File: src/rtl/fifo_wr_ctrl.sv
// fifo_wr_ctrl: write-domain half of the asynchronous FIFO.
// This block owns the binary and Gray write pointers. It synchronizes the
// read-domain Gray pointer through two flops. From these it derives
// registered full, almost_full, occupancy, ack and overflow for the
// write-side client and the dual-port memory.
module fifo_wr_ctrl #(
    parameter int ADDR_WIDTH   = 4,
    parameter int AFULL_MARGIN = 2
) (
    input  logic                  clk,
    input  logic                  rst,
    input  logic                  wr_en,
    input  logic [ADDR_WIDTH:0]   rd_gptr_async,
    output logic                  wr_mem_en,
    output logic [ADDR_WIDTH-1:0] wr_addr,
    output logic [ADDR_WIDTH:0]   wr_gptr,
    output logic                  full,
    output logic                  almost_full,
    output logic [ADDR_WIDTH:0]   wr_count,
    output logic                  wr_ack,
    output logic                  overflow
);

    localparam int PW = ADDR_WIDTH + 1;
    // Occupancy level at which almost_full asserts.
    localparam logic [PW-1:0] AF_LEVEL  = PW'((1 << ADDR_WIDTH) - AFULL_MARGIN);
    // Inverting the top two Gray bits of the read pointer gives the write
    // pointer value that is exactly DEPTH ahead. With ADDR_WIDTH=1 this
    // inverts both bits.
    localparam logic [PW-1:0] FULL_MASK = PW'(3) << (PW - 2);

    logic [PW-1:0] wptr_bin;
    logic [PW-1:0] wptr_bin_next;
    logic [PW-1:0] gray_next;
    logic [PW-1:0] rq1;
    logic [PW-1:0] rq2;
    logic [PW-1:0] rbin;
    logic [PW-1:0] wr_count_next;
    logic          accept;

    // The memory strobe is combinational, so the write lands on the same
    // edge that advances the pointer.
    assign accept    = wr_en & ~full;
    assign wr_mem_en = accept;
    assign wr_addr   = wptr_bin[ADDR_WIDTH-1:0];

    // Next pointer, its Gray form, and the occupancy seen through the synchronizer.
    always_comb begin
        rbin = '0;
        for (int i = 0; i < PW; i++) begin
            rbin[i] = ^(rq2 >> i);
        end
        wptr_bin_next = accept ? wptr_bin + PW'(1) : wptr_bin;
        gray_next     = wptr_bin_next ^ (wptr_bin_next >> 1);
        wr_count_next = wptr_bin_next - rbin;
    end

    // Two-flop synchronizer for the read-domain Gray pointer.
    always_ff @(posedge clk or negedge rst) begin
        if (!rst) begin
            rq1 <= '0;
            rq2 <= '0;
        end else begin
            rq1 <= rd_gptr_async;
            rq2 <= rq1;
        end
    end

    // Pointer and flag registers. All update at the edge of the accepting or rejecting cycle.
    always_ff @(posedge clk or negedge rst) begin
        if (!rst) begin
            wptr_bin    <= '0;
            wr_gptr     <= '0;
            full        <= 1'b0;
            almost_full <= 1'b0;
            wr_count    <= '0;
            wr_ack      <= 1'b0;
            overflow    <= 1'b0;
        end else begin
            wptr_bin    <= wptr_bin_next;
            wr_gptr     <= gray_next;
            full        <= (gray_next == (rq2 ^ FULL_MASK));
            almost_full <= (wr_count_next >= AF_LEVEL);
            wr_count    <= wr_count_next;
            wr_ack      <= accept;
            overflow    <= wr_en & full;
        end
    end

endmodule

File: config.mk
export PLATFORM = sky130hd
export DESIGN_NAME = fifo_wr_ctrl
export DESIGN_NICKNAME = d
export VERILOG_FILES = /design/src/rtl/fifo_wr_ctrl.sv
export SDC_FILE = /design/constraint.sdc
export NUM_CORES = 1
export LEC_CHECK = 0
export CAP_MARGIN = 30
export CORE_MARGIN = 2
export CORE_UTILIZATION = 44
export DETAILED_ROUTE_END_ITERATION = 7
export PLACE_DENSITY = 0.84
export SLEW_MARGIN = 20
export SYNTH_ARGS = -nofsm -noshare
export SYNTH_HDL_FRONTEND = slang
export SYNTH_SLANG_ARGS = --single-unit
File: constraint.sdc
create_clock -name clk -period 2.2 [get_ports clk]
set_input_delay 0.44 -clock clk [delete_from_list [all_inputs] [get_ports clk]]
set_output_delay 0.44 -clock clk [all_outputs]
set_load 0.01 [all_outputs]
After elaboration in Yosys (flattened, before gate mapping)
Cells that the tools add are included.
Operators by class
  add/subtract/negate cells: 2
  order comparisons: 1
  equality and inequality tests: 1
  multiplexer cells: 1
  bitwise operators: 5
  reduce and logical (&&, ||, !) cells: 5
Operators with widths (count)
  5-bit parity: 5
  5-bit by 1-bit adder with 5-bit output, second input constant: 1
  5-bit equality test: 1
  5-bit by 4-bit >= comparator with 1-bit output, second input constant: 1
  5-bit two-way mux: 1
  5-bit subtractor: 1
  5-bit by 4-bit bitwise XOR with 5-bit output: 1
  1-bit AND: 2
  2-bit inverter: 1
  1-bit inverter: 1
Word-level totals
  bits in registers: 29
  bits of input ports: 8
  output and inout port bits: 19
  logic and storage cells: 24

Depth between registers and ports, before layout
  depth after elaboration: 5
  gate-level depth with buffers: 10
  gate-level depth less buffers: 10

Least setup slack after synthesis
OpenSTA, ideal clock, no wires.
  path type: register to register
  start point: reg rq2[4]
  end point: reg almost_full
  setup time: 120 ps
  arrival: 2287 ps
  required time: 2080 ps
  path slack: -207 ps
  stages on the path, launching flop included: 11
  buffers on the path: 0
  clock period less this slack: 2407 ps
  cell sequence: dfrtp_1 > xnor2_2 > xor2_1 > xor2_1 > xnor2_1 > ha_1 > fa_1 > nor2b_1 > a221oi_2 > xnor2_1 > a31o_1
Between the ends
  word-level cells in the longest chain between the ends: 3
  elaborated cells on any way between the ends: 7
  classes of those cells: add/sub (1); order compare (1); reduce/logical (5)
RTL lines
  from (decl): RTL line 36  | logic [PW-1:0] rq2;
  from (signal assigned): RTL line 65  | rq2 <= rq1;
  5-bit parity: RTL line 51  | rbin[i] = ^(rq2 >> i);
  5-bit subtractor *: RTL line 55  | wr_count_next = wptr_bin_next - rbin;
  named net wr_count_next[4]: RTL line 38  | logic [PW-1:0] wr_count_next;
  5-bit by 4-bit >= comparator with 1-bit output *: RTL line 83  | almost_full <= (wr_count_next >= AF_LEVEL);
  to (signal assigned): RTL line 83
  to (decl): RTL line 18  | output logic almost_full,
Mark *: on every way through the listed nets, which the timed path passes. The rest lies on a longest branch.

Final worst setup path
  start point: reg rq2[3]
  end point: reg almost_full
Same word-level chain as after synthesis.

==> impl_metrics.csv <==
group,metric,value,unit
power,switching_power,1.12,mW
grt,first_global_vias,908,
yosys,synth-xor-area-share,21.2,%
floorplanning,die_h,57.1,um
sta,rsz0062_at_grt,"yes",
yosys,muxShareOfSynthArea,2.42,%
critical_path,crit_path_top_delay_cell,"dfrtp_1",
power,power.total,3.28,mW
power,leakage,0.904,nW
grt,grt_max_degree,29,
critical_path,critPathKind,"reg -> reg",
sta,setup_slack,-0.333,ns
placement,io_buffers,26,
yosys,synth_top_area_share,56.4,%
route,drt_first_pass_iters,4,
route,routedWlPerCell,14.6,um
sta,fin_hold_ws,0.369,ns
floorplanning,die_w,57.1,um
yosys,yosys_most_used_dff,"dfrtp_1",
placement,dpl.hpwl,1790,um
route,drt_iter0_drc,10,
grt,grt_overflow,0,
sta,fin_crit,2.53,ns
yosys,synth-simple-area-share,6.14,%
floorplanning,die_area,3260,um2
grt,grt_usage,17.3,%
yosys,synth_cell_types,25,
sta,setup_viol,5,
critical_path,cp_top_family,"XOR/XNOR gates",
critical_path,startpoint_type,"flip-flop",
yosys,synth_seq_area_share,56.4,%
route,ant_nets,0,
grt,antenna_found_initial,0,
clock_network,root_buffer,"clkbuf_4",
final_layout,n_antenna_cell,0,
clock_network,cts_buffer_depth,2,
floorplanning,rows,19,
clock_network,clk_latency,0.33,ns
yosys,ys_warn_count,0,
critical_path,worstPathCellList,"xnor2_2 > xor2_2 > xor2_2 > xnor2_1 > ha_2 > fa_2 > buf_4 > buf_6 > xnor2_2 > a31o_1",
yosys,synth-edff-count,0,
yosys,synthArstFlopShare,100,%
yosys,synth_compound_gate_area_share,4.33,%
route,drc,0,
critical_path,path_buf_inv,2,
power,switching_share,34.2,%
power,clock_power_share,10.3,%
sta,hold_viol_final,0,
clock_network,path_clk_slew,0.15,ns
route,postRouteWirelength,2620,um
flow_run,drv_cap,0,
run_status,outcome,"finished with violations",
sta,fmax,395,MHz
floorplanning,start_util,45.8,%
sta,period_share,115,%
grt,grt_pass1_wl,4230,um
floorplanning,coreArea,2710,um2
clock_network,htreeDepth,1,
critical_path,max_stage_delay,0.44,ns
yosys,mappedNetlistArea,1240,um2
final_layout,areaGrowthSynthToFinish,51.8,%
final_layout,finalNetCount,163,
yosys,syn_inst,87,
yosys,yosysMostFrequentCell,"dfrtp_1",
placement,place_congestion,0.846,
yosys,synth_top_family_by_area,"XOR/XNOR gates",
sta,clock_skew,0.00497,ns
critical_path,worstPathRequired,2.44,ns
route,vias,856,
power,combinationalPowerShare,65.6,%
clock_network,cts_tree,"built",
yosys,synth_common_cells,"28 x dfrtp_1, 12 x xnor2_1, 6 x inv_1, 6 x xor2_1, 5 x ha_1",
critical_path,cp-end-kind,"flip-flop",
clock_network,ctsHoldBuffers,0,
yosys,synthAdderAreaFrac,6.65,%
yosys,synth_fp_nets,101,
yosys,synthTopCellsByArea,"dfrtp_1 56%, xnor2_1 8.5%, xnor3_1 7.3%, ha_1 5.0%, xor2_1 4.2%",
critical_path,crit_fanout,2,
power,p_seq_share,24.1,%
final_layout,drive_gt1_share,33.8,%
sta,slew_headroom,76.9,%
clock_network,clock-sinks,28,
sta,slew_violations,0,
power,power_density,1740,nW/um2
yosys,synth.avg_cell_area,14.3,um2
power,p_int,2.16,mW
run_status,violations,"negative setup slack",
yosys,synth-seq-cells,28,
floorplanning,io_pins,27,
clock_network,cts_buffers,3,
final_layout,n_fill_cell,197,
sta,worst_pin_slew,0.346,ns
min_path,hp-class,"reg -> reg",
route,avgViaCountPerCell,4.78,
critical_path,crit_arrival,2.78,ns
yosys,synth_top_cell_by_area,"dfrtp_1",
power,vdd_ir_drop_max,1.26,mV
power groups by stage:
stage / clock, mW / combinational, mW / sequential (mW)
2_1_floorplan: 0 / 0.909 / 0.878
3_3_place_gp: 0 / 1.82 / 0.791
3_5_place_dp: 0 / 1.88 / 0.797
4_1_cts: 0.340 / 2.07 / 0.790
5_1_grt: 0.359 / 2.32 / 0.802
6_report: 0.339 / 2.15 / 0.790
worst register-to-register path: stages (launching register included):
cell and delay [ns]:
dfrtp_1 0.44, xnor2_2 0.25, xor2_2 0.25, xor2_2 0.24
xnor2_1 0.11, ha_2 0.19, fa_2 0.36, buf_4 0.15
buf_6 0.11, xnor2_2 0.13, a31o_1 0.22
kinds of logic (layout without fill, tap and decap cells):
kind of cell,count (synthesis),count (layout)
adders and majority gates,6,6
AOI/OAI and AO/OA,6,6
buffers and inverters,9,70
and+or+nand+nor,12,12
xor gates and xnor gates,23,23
muxes,3,3
DFF,28,28
cells in the final DEF (no fill, tap or decap), types with 2 or more instances in the layout:
cell and instances:
inv_1 5, a221oi_2 2, xnor2_2 2, buf_6 3, mux2i_1 2, clkbuf_4 3, dlygate4sd2_1 2, ha_1 4
a21oi_1 2, clkdlybuf4s50_1 24, dfrtp_1 28, buf_4 30, xor2_2 2, xor2_1 4, xnor3_1 4, and2_1 2
and3_1 2, xnor2_1 11
final cells by class:
cell class              instances  area, um2  share of cell area (%)
multi-input cells              50        548                    29.1
repair buffers                 59        517                    27.4
inverters                       7       28.8                    1.53
clock inverters                 1       30.0                    1.59
well taps                      31       38.8                    2.06
clock buffers                   3       22.5                    1.19
flip-flops and latches         28        701                    37.2
path summary, 6_finish.rpt:
kind,cells after the start,end,startpoint,slack [ns]
worst min register to register,0,rq2[3]$_DFF_PN0_,rq1[3]$_DFF_PN0_,0.37
min in group asynchronous,2,rq1[1]$_DFF_PN0_,rst,0.45
max in group asynchronous,2,wr_gptr[0]$_DFF_PN0_,rst,1.49
worst max-delay path,10,almost_full$_DFF_PN0_,rq2[3]$_DFF_PN0_,-0.33
worst max register to register,10,almost_full$_DFF_PN0_,rq2[3]$_DFF_PN0_,-0.33
worst min-delay path,0,rq2[3]$_DFF_PN0_,rq1[3]$_DFF_PN0_,0.37
what timing repair did:
item                                    4_1_cts  5_1_grt
gates resized for setup                      11        4
endpoints found under the setup margin        6        5
buffers inserted                              5        5
pin swaps                                     6        5
state kept, by name (all words and copies together), names as in the netlist:
name and count:
almost_full 1, full 1, overflow 1, rq1 5
rq2 5, wptr_bin 5, wr_ack 1, wr_count 5
wr_gptr 4
metrics by stage:
step	std cells	setup slack (ns)	utilization, %	instance area (um2)	setup TNS [ns]
floorplan	87	-0.147	-	1250	-0.147
global placement	166	-0.482	63.4	1720	-1.72
detailed placement	166	-0.568	63.4	1720	-2.10
CTS	175	-0.252	68.1	1840	-0.675
global route	179	-0.456	69.6	1890	-1.65
finish	179	-0.333	69.6	1890	-1.09
layer usage:
layer  global-route usage (%)  vias to the layer above  routed length [um]
met1                     21.4                      425                1100
met5                        0                        -                   0
met2                     30.4                       23                1370
met4                     5.98                        0                  34
li1                         -                      403                   -
met3                     3.40                        5                 108
Power figures use the tool's default switching activity.
==> variant (same settings) <==
Put one more register stage on the output `wr_count`. The value now appears one clock later. The other outputs are not delayed to match.
--- a/src/rtl/fifo_wr_ctrl.sv
+++ b/src/rtl/fifo_wr_ctrl.sv
@@ -29,4 +29,6 @@
     // inverts both bits.
     localparam logic [PW-1:0] FULL_MASK = PW'(3) << (PW - 2);
+
+    logic [ADDR_WIDTH:0] wr_count_s0;
 
     logic [PW-1:0] wptr_bin;
@@ -74,5 +76,5 @@
             full        <= 1'b0;
             almost_full <= 1'b0;
-            wr_count    <= '0;
+            wr_count_s0 <= '0;
             wr_ack      <= 1'b0;
             overflow    <= 1'b0;
@@ -82,5 +84,5 @@
             full        <= (gray_next == (rq2 ^ FULL_MASK));
             almost_full <= (wr_count_next >= AF_LEVEL);
-            wr_count    <= wr_count_next;
+            wr_count_s0 <= wr_count_next;
             wr_ack      <= accept;
             overflow    <= wr_en & full;
@@ -88,4 +90,8 @@
     end
 
+    always_ff @(posedge clk) begin
+        wr_count <= wr_count_s0;
+    end
+
 endmodule
 
Formal check against the unedited RTL: not equivalent (Yosys sat finds a counterexample within 4 cycles, from zero or initial values and one cycle with rst low).
==> variant against the unedited design <==
- clock power grew 38%
- sequential power grew 17%
- synthesized cell count grew 5.7%
- highest routed layer unchanged
- core utilization shrank 0.96 points
- the run still ends with negative setup slack left
- total power grew 11%
- wire length grew 6.7%
- non-clock buffer count grew 2
- final area grew 8.4%
- worst setup slack gained 0.036 ns
- sequential cell count grew 5
- synthesized area grew 8.1%
==> variant: results (changes against the unedited design) <==
result_of_the_run: "complete, but fails checks"
violations: "negative setup slack"
cts_buffers: 5  # +2
synth.yosys.seq_area_share_pct: 59.65  # +3.3 points
cp.arrival_ns: 2.74  # -0.04 ns
drive_above_1_share_pct: 35.85  # +2.1 points
post-route-worst-setup-slack_ns: -0.2969  # +0.03607 ns
min_delay_worst_endpoint: "rq2[2]$_DFF_PN0_"
synthArstFlopShare_pct: 84.85  # -15 points
setup-tns-final_ns: -0.8984  # +0.1915 ns
placement.cell_area_um2: 1836  # +6.8%
synth_nets: 106  # +5.0%
finalWirelength_mm: 2.795  # +6.7%
min_from: "rq1[2]$_DFF_PN0_"
cellLeakagePower_nw: 0.9670  # +7.0%
setup_violations: 5  # unchanged
ys_top_cells_by_area: "sky130_fd_sc_hd__dfrtp_1, sky130_fd_sc_hd__xnor2_1, sky130_fd_sc_hd__dfxtp_1"
preCtsSetupSlack_ns: -0.5935  # -0.02545 ns
timing.clock.skew_ns: 0.01353  # +0.008555 ns
globalplace.congestion: 0.7978  # -5.7%
half_perimeter_wire_length_after_detailed_placement_mm: 1.888  # +5.8%
path_clk_slew_ns: 0.12  # -0.03 ns
first_iter_violations: 13  # +3
hold_ws_ns: 0.3417  # -0.02715 ns
grt_pass1_wl_mm: 4.464  # +5.6%
post-place-cells: 175  # +5.4%
yosysUniqueCellTypes: 26  # +4.0%
fin_nets: 172  # +5.5%
tightestPinTransition_ns: 0.3431  # -0.003156 ns
internal_power_mw: 2.417  # +12%
variant: logic make-up after synthesis:
| kind of cell | share of synthesized area [%] |
|---|---|
| flip-flops | 59.65 |
| XOR/XNOR | 19.66 |
| AND/OR/NAND/NOR | 5.685 |
| buffers and inverters | 2.608 |
| AO/OA/AOI/OAI | 4.007 |
| adder cells (fa/ha/maj) | 6.151 |
| multiplexers | 2.237 |
variant: through the flow:
step           utilization, %  total power [mW]
3_3_place_gp            61.64             2.764
6_report                68.61             3.632
4_1_cts                 66.81             3.499
5_1_grt                 68.61             3.863
2_1_floorplan               -             1.934
3_5_place_dp            61.64             2.843
variant: final cells by class:
class                   instances  area, µm²
fillers                       214      934.6
well taps                      33      41.29
repair buffers                 61      528.0
clock buffers                   5      37.54
multi-input cells              50      560.5
inverters                       7      28.78
clock inverters                 3      46.29
flip-flops and latches         33      800.8
variant: metal layers:
| metal | GRT usage [%] | vias to the layer above | part of all wire [%] |
|---|---|---|---|
| li1 | - | 432 | - |
| met1 | 20.34 | 450 | 40 |
| met2 | 30.77 | 28 | 53 |
| met3 | 5.895 | 9 | 3.9 |
| met4 | 9.740 | 0 | 2.9 |
| met5 | 0 | - | 0 |
variant: timing repair:
item,in CTS,in global routing
hold endpoints to repair,0,0
buffers inserted,5,5
endpoints found under the setup margin,6,5
pin swaps,5,4
resized for setup,10,4
variant: power groups by stage:
| stage | Combinational, mW | Sequential, mW | Clock, mW |
|---|---|---|---|
| 2_1_floorplan | 0.909 | 1.03 | 0 |
| 3_3_place_gp | 1.83 | 0.933 | 0 |
| 3_5_place_dp | 1.90 | 0.944 | 0 |
| 4_1_cts | 2.09 | 0.930 | 0.477 |
| 5_1_grt | 2.41 | 0.949 | 0.501 |
| 6_report | 2.24 | 0.925 | 0.467 |
